File: src/rtl/crc8_check_if.sv
// Byte-stream bundle for crc8_check: input byte stream and stripped payload stream.
interface crc8_check_if;
  logic       din_vld;
  logic [7:0] din;
  logic       dout_vld;
  logic [7:0] dout;
  logic       dout_sop;

  modport master (output din_vld, din, input dout_vld, dout, dout_sop);
  modport slave  (input din_vld, din, output dout_vld, dout, dout_sop);
endinterface

File: src/rtl/crc8_check.sv
// Receive-side CRC-8 (poly 0x07, init 0, MSB-first) checker: strips the trailing
// CRC byte, forwards payload, reports per-frame status and saturating counters.
module crc8_check #(
  parameter int unsigned MAX_LEN = 1500,
  parameter int unsigned LEN_W   = 16,
  parameter int unsigned CNT_W   = 16
) (
  input  logic             clk,
  input  logic             rst_n,
  crc8_check_if.slave      s,
  input  logic             clr_cnt,
  output logic             frame_done,
  output logic             crc_ok,
  output logic             len_err,
  output logic [LEN_W-1:0] frame_len,
  output logic [CNT_W-1:0] good_cnt,
  output logic [CNT_W-1:0] bad_cnt
);

  // One spare bit so the byte count can exceed the frame_len range before saturating.
  localparam int unsigned CW = LEN_W + 1;
  localparam logic [CW-1:0] MAX_LEN_C = CW'(MAX_LEN);

  typedef enum logic [1:0] {SYNC, IDLE, RECV} state_t;
  state_t state, state_nxt;

  logic          accept, fwd, fin;
  logic [7:0]    hold_q;
  logic          hold_vld;
  logic [7:0]    crc_q;
  logic [CW-1:0] byte_cnt;
  logic [CW-1:0] payload_len;
  logic          len_err_c;

  function automatic logic [7:0] crc8_step(input logic [7:0] c, input logic [7:0] d);
    logic [7:0] x;
    x = c ^ d;
    for (int unsigned i = 0; i < 8; i++)
      x = x[7] ? ((x << 1) ^ 8'h07) : (x << 1);
    return x;
  endfunction

  always_ff @(posedge clk or negedge rst_n) begin
    if (!rst_n) state <= SYNC;
    else        state <= state_nxt;
  end

  always_comb begin
    state_nxt = state;
    accept    = 1'b0;
    fwd       = 1'b0;
    fin       = 1'b0;
    case (state)
      SYNC: if (!s.din_vld) state_nxt = IDLE;
      IDLE: if (s.din_vld) begin
        state_nxt = RECV;
        accept    = 1'b1;
      end
      RECV: if (s.din_vld) begin
        accept = 1'b1;
        fwd    = hold_vld;
      end else begin
        state_nxt = IDLE;
        fin       = 1'b1;
      end
      default: state_nxt = SYNC;
    endcase
  end

  assign payload_len = byte_cnt - 1'b1;
  assign len_err_c   = payload_len > MAX_LEN_C;

  always_ff @(posedge clk or negedge rst_n) begin
    if (!rst_n) begin
      hold_q     <= '0;
      hold_vld   <= 1'b0;
      crc_q      <= '0;
      byte_cnt   <= '0;
      s.dout_vld <= 1'b0;
      s.dout     <= '0;
      s.dout_sop <= 1'b0;
      frame_done <= 1'b0;
      crc_ok     <= 1'b0;
      len_err    <= 1'b0;
      frame_len  <= '0;
    end else begin
      s.dout_vld <= fwd;
      s.dout_sop <= fwd && (byte_cnt == CW'(1));
      frame_done <= fin;
      if (fwd) s.dout <= hold_q;
      if (accept) begin
        hold_q   <= s.din;
        hold_vld <= 1'b1;
        crc_q    <= crc8_step((state == IDLE) ? 8'h00 : crc_q, s.din);
        if (state == IDLE)      byte_cnt <= CW'(1);
        else if (byte_cnt != '1) byte_cnt <= byte_cnt + 1'b1;
      end
      // The held byte at frame end is the CRC itself and is dropped.
      if (fin) begin
        hold_vld  <= 1'b0;
        len_err   <= len_err_c;
        crc_ok    <= (crc_q == 8'h00) && (byte_cnt != CW'(1)) && !len_err_c;
        frame_len <= payload_len[CW-1] ? '1 : payload_len[LEN_W-1:0];
      end
    end
  end

  always_ff @(posedge clk or negedge rst_n) begin
    if (!rst_n) begin
      good_cnt <= '0;
      bad_cnt  <= '0;
    end else if (clr_cnt) begin
      good_cnt <= '0;
      bad_cnt  <= '0;
    end else if (frame_done) begin
      if (crc_ok && good_cnt != '1)  good_cnt <= good_cnt + 1'b1;
      if (!crc_ok && bad_cnt != '1)  bad_cnt  <= bad_cnt + 1'b1;
    end
  end

endmodule

File: src/flat_wrapper.sv
// flat-port wrapper written by rule: the top's interface ports become plain ports
module crc8_check_flat 
#(
  parameter int unsigned MAX_LEN = 1500,
  parameter int unsigned LEN_W   = 16,
  parameter int unsigned CNT_W   = 16
)
  (clk, rst_n, clr_cnt, frame_done, crc_ok, len_err, frame_len, good_cnt, bad_cnt, s_din_vld, s_din, s_dout_vld, s_dout, s_dout_sop);
  crc8_check_if s_i ();
  input  logic clk;
  input  logic rst_n;
  input  logic clr_cnt;
  output logic frame_done;
  output logic crc_ok;
  output logic len_err;
  output logic [LEN_W-1:0] frame_len;
  output logic [CNT_W-1:0] good_cnt;
  output logic [CNT_W-1:0] bad_cnt;
  input wire logic [$bits(s_i.din_vld)-1:0] s_din_vld;
  input wire logic [$bits(s_i.din)-1:0] s_din;
  output wire logic [$bits(s_i.dout_vld)-1:0] s_dout_vld;
  output wire logic [$bits(s_i.dout)-1:0] s_dout;
  output wire logic [$bits(s_i.dout_sop)-1:0] s_dout_sop;
  assign s_i.din_vld = s_din_vld;
  assign s_i.din = s_din;
  assign s_dout_vld = s_i.dout_vld;
  assign s_dout = s_i.dout;
  assign s_dout_sop = s_i.dout_sop;
  crc8_check #(.MAX_LEN(MAX_LEN), .LEN_W(LEN_W), .CNT_W(CNT_W)) u_core (.clk(clk), .rst_n(rst_n), .s(s_i), .clr_cnt(clr_cnt), .frame_done(frame_done), .crc_ok(crc_ok), .len_err(len_err), .frame_len(frame_len), .good_cnt(good_cnt), .bad_cnt(bad_cnt));
endmodule
File: config.mk
export PLATFORM = sky130hd
export DESIGN_NAME = crc8_check_flat
export DESIGN_NICKNAME = d
export VERILOG_FILES = /design/src/rtl/crc8_check_if.sv /design/src/rtl/crc8_check.sv /design/src/flat_wrapper.sv
export SDC_FILE = /design/constraint.sdc
export NUM_CORES = 1
export LEC_CHECK = 0
export ABC_AREA = 1
export BUFFER_PORTS_ARGS = -buffer_cell sky130_fd_sc_hd__buf_2
export CAP_MARGIN = 40
export CORE_UTILIZATION = 35
export DETAILED_ROUTE_END_ITERATION = 8
export PLACE_DENSITY_LB_ADDON = 0.12
export REMOVE_ABC_BUFFERS = 1
export SLEW_MARGIN = 20
export SYNTH_ARGS = -nofsm -noshare
export SYNTH_HDL_FRONTEND = slang
export SYNTH_SLANG_ARGS = --single-unit
export TNS_END_PERCENT = 30
File: constraint.sdc
create_clock -name clk -period 2.2 [get_ports clk]
set_clock_uncertainty 0.1 [all_clocks]
set_input_delay 0.44 -clock clk [delete_from_list [all_inputs] [get_ports clk]]
set_output_delay 0.44 -clock clk [all_outputs]
set_load 0.05 [all_outputs]
==> summary.md <==
| Metric | Value |
|---|---|
| DRC viols | `0` |
| R2r startpoint | `u_core.byte_cnt[0]` |
| Cell count after placement | `996` |
| Global-route wire length before repair | `23800 um` |
| Via density | `4.77` |
| RSZ-0062 raised after global routing | `yes` |
| CTS max path bufs | `2` |
| Post-synth ARST share | `100%` |
| DRT antenna net count | `0` |
| Sw frac | `47.4%` |
| P_int | `4.55 mW` |
| Fmax | `0.465 GHz` |
| H-tree levels | `3` |
| Final hold slack | `0.213 ns` |
| Vias | `4893` |
| Worst Setup SP | `u_core.byte_cnt[0]` |
| Layout cells sized above 1 | `24.3%` |
| Rows | `45` |
| Post-Synthesis Cells | `699` |
| I/O pin cnt | `73` |
| Leakage power | `3.32 nW` |
| Largest net degree at the start of global routing | `53` |
| Worst EP arrival | `2.29 ns` |
| Number of synthesized flops with an enable pin | `0` |
| Synth warn | `0` |
| Die area | `0.0162 mm^2` |
| Register area share after synthesis | `44.3%` |
| Die span in x | `127 um` |
| Starting DRT DRC Count | `257` |
| Clk slew on worst S/H paths | `0.07 ns` |
| Total gr overflow | `0` |
| Final WL | `14100 um` |
| Hold_sp | `s_din[3]` |
| Final Max Tran Viols | `0` |
| Diode count | `0` |
| Most frequent cells in the layout | `nand2_1, dfrtp_1, nor2_1` |
| Final Wtd Congestion | `0.854` |
| Worst-path maximum fanout | `4` |
| Slew @ Worst Pin | `0.427 ns` |
| Detailed Place HPWL | `10400 um` |
| Sequential Power Share | `30.2%` |
| Area growth syn-to-layout | `23.6%` |
| NetSw | `4.09 mW` |
| Final Cell Area | `0.00677 mm^2` |
| Final hold violations | `0` |
| Share of total power in the clock network | `17.5%` |
| Logic pwr share | `52.3%` |
| Setup violations, final | `0` |
| Root buffer cell | `clkbuf_16` |
| Num Clock Sinks | `97` |
| CORE AREA | `0.0153 mm^2` |
| Most used DFF post-synth | `dfrtp_1` |
| Die height | `127 um` |
| CTS tree | `built` |
| Placed cell area | `0.00626 mm^2` |
| Fin crit share | `97.7%` |
| Antenna violations before repair | `0` |
| Most common cell after layout, fill and taps aside | `nand2_1` |
| DR WL/cell | `13.8 um` |
| Startpoint types | `register` |
| Final #Nets | `832` |
| Initial DRT Pass Iterations | `5` |
| Worst skew pair latency | `0.35 ns` |
| Syn Area/Cell | `7.84 um^2` |
| Peak supply drop | `0.800 mV` |
| Max_cap viols | `0` |
| Yosys cell types | `36` |
| Cts bufs inserted | `9` |
| Seq cells post-synth | `97` |
| Post-layout min period | `2.15 ns` |
| Vias in the first global route | `4753` |
| Max_slew headroom | `71.3%` |
| Worst min-delay path category | `in2reg` |
| Synth Cell Area | `0.00548 mm^2` |
| Required time of the critical path | `2.34 ns` |
| Port bufs | `72` |
| Initial Utilization | `35.9%` |
| Total GRT Usage | `18.8%` |
| Critical path endpoint category | `register` |
| Final std cells w/o fill | `1026` |
| Kind of critical path | `reg2reg` |
| Power density of the placed cells | `1280 mW/mm^2` |
| Status | `complete, no violations` |
cell families (layout without fill, tap and decap cells):
kind of cell    count (synthesis)  in the layout  share of synthesized area [%]
buf+inv                        84            200                           6.35
flops                          97             97                           44.3
fa+ha+maj                      10             10                           2.28
compound gates                 87             87                           8.68
xor+xnor                       36             36                           6.03
simple gates                  385            385                           32.3
Yosys cell counts, types with 9 or more instances:
master	count	area, um^2
a21oi_1	25	125
dfrtp_1	97	2430
ha_1	10	125
inv_1	57	214
nand2_1	185	694
nand2_2	10	62.6
nand3_1	53	265
nand4_1	19	119
nor2_1	80	300
nor3_1	9	45.0
o21ai_0	31	155
o21ai_1	13	65.1
o31ai_1	12	90.1
xor2_1	27	236
final timing paths:
path	end	slack [ns]	depth (start not counted)
min in group asynchronous	u_core.good_cnt[4]	0.41	2
worst max-delay path	u_core.byte_cnt[12]	0.05	14
max in group asynchronous	u_core.crc_q[3]	0.91	3
worst min register to register	u_core.s.dout[3]	0.37	2
worst min-delay path	u_core.hold_q[3]	0.21	3
worst max register to register	u_core.byte_cnt[12]	0.05	14
layout make-up:
cell class	count	area, um^2
repair buffers	119	734
well taps	211	264
clock inverters	3	15.0
multi-input cells	518	2820
flip-flops and latches	97	2430
inverters	65	253
clock buffers	13	260
fillers	1550	8490
critical path, cell delays in order, from the launching register on:
cell and delay [ns]:
dfrtp_1 0.38, ha_2 0.18, inv_2 0.06, nor3_2 0.04
nand3_1 0.09, nor2_1 0.06, ha_2 0.18, nand2_2 0.07
nand2_4 0.08, nor3_4 0.19, nand3_2 0.12, nor2_4 0.17
nand2_4 0.08, o21ai_2 0.15, a21oi_1 0.08
timing repair:
| item | 4_1_cts | 5_1_grt |
|---|---|---|
| buffers inserted | 4 | 9 |
| gates resized for setup | 12 | 19 |
| pin swaps | 10 | 20 |
| endpoints found under the hold margin | 17 | 0 |
| hold buffers | 1 | 0 |
| endpoints found under the setup margin | 4 | 26 |
routing by layer:
layer / routed length, um / global-route usage, % / vias up / part of all wire (%)
met1: 6720 / 24.7 / 2293 / 48
met3: 521 / 3.85 / 13 / 3.7
met5: 0 / 0 / - / 0
met4: 170 / 5.25 / 0 / 1.2
met2: 6730 / 31.4 / 105 / 48
li1: - / - / 2482 / -
state kept, by name, summed over array words and instances (netlist names):
register,count
u_core.crc_q,8
u_core.frame_len,16
u_core.len_err,1
u_core.frame_done,1
u_core.crc_ok,1
u_core.good_cnt,16
u_core.s.dout,8
u_core.byte_cnt,17
u_core.hold_vld,1
u_core.bad_cnt,16
u_core.state,2
u_core.s.dout_vld,1
u_core.hold_q,8
u_core.s.dout_sop,1
power groups by stage:
stage	combinational [mW]	clock, mW	sequential [mW]
after detailed placement	4.35	0	2.65
after global placement	4.32	0	2.63
final	4.52	1.51	2.61
after floorplan	2.33	0	3.46
after CTS	4.41	1.57	2.62
after global routing	5.04	1.63	2.69
metrics by stage:
| stage | setup slack (ns) | util [%] | power, mW | TNS, ns |
|---|---|---|---|---|
| after CTS | -0.000709 | 43.4 | 8.60 | -0.000709 |
| after floorplan | -0.206 | - | 5.79 | -2.65 |
| after detailed placement | -0.00467 | 41.0 | 7.00 | -0.00467 |
| after global placement | 0.0904 | 41.0 | 6.95 | 0 |
| final | 0.0503 | 44.4 | 8.64 | 0 |
| after global routing | -0.150 | 44.4 | 9.36 | -0.682 |
(Power assumes the default switching activity.)
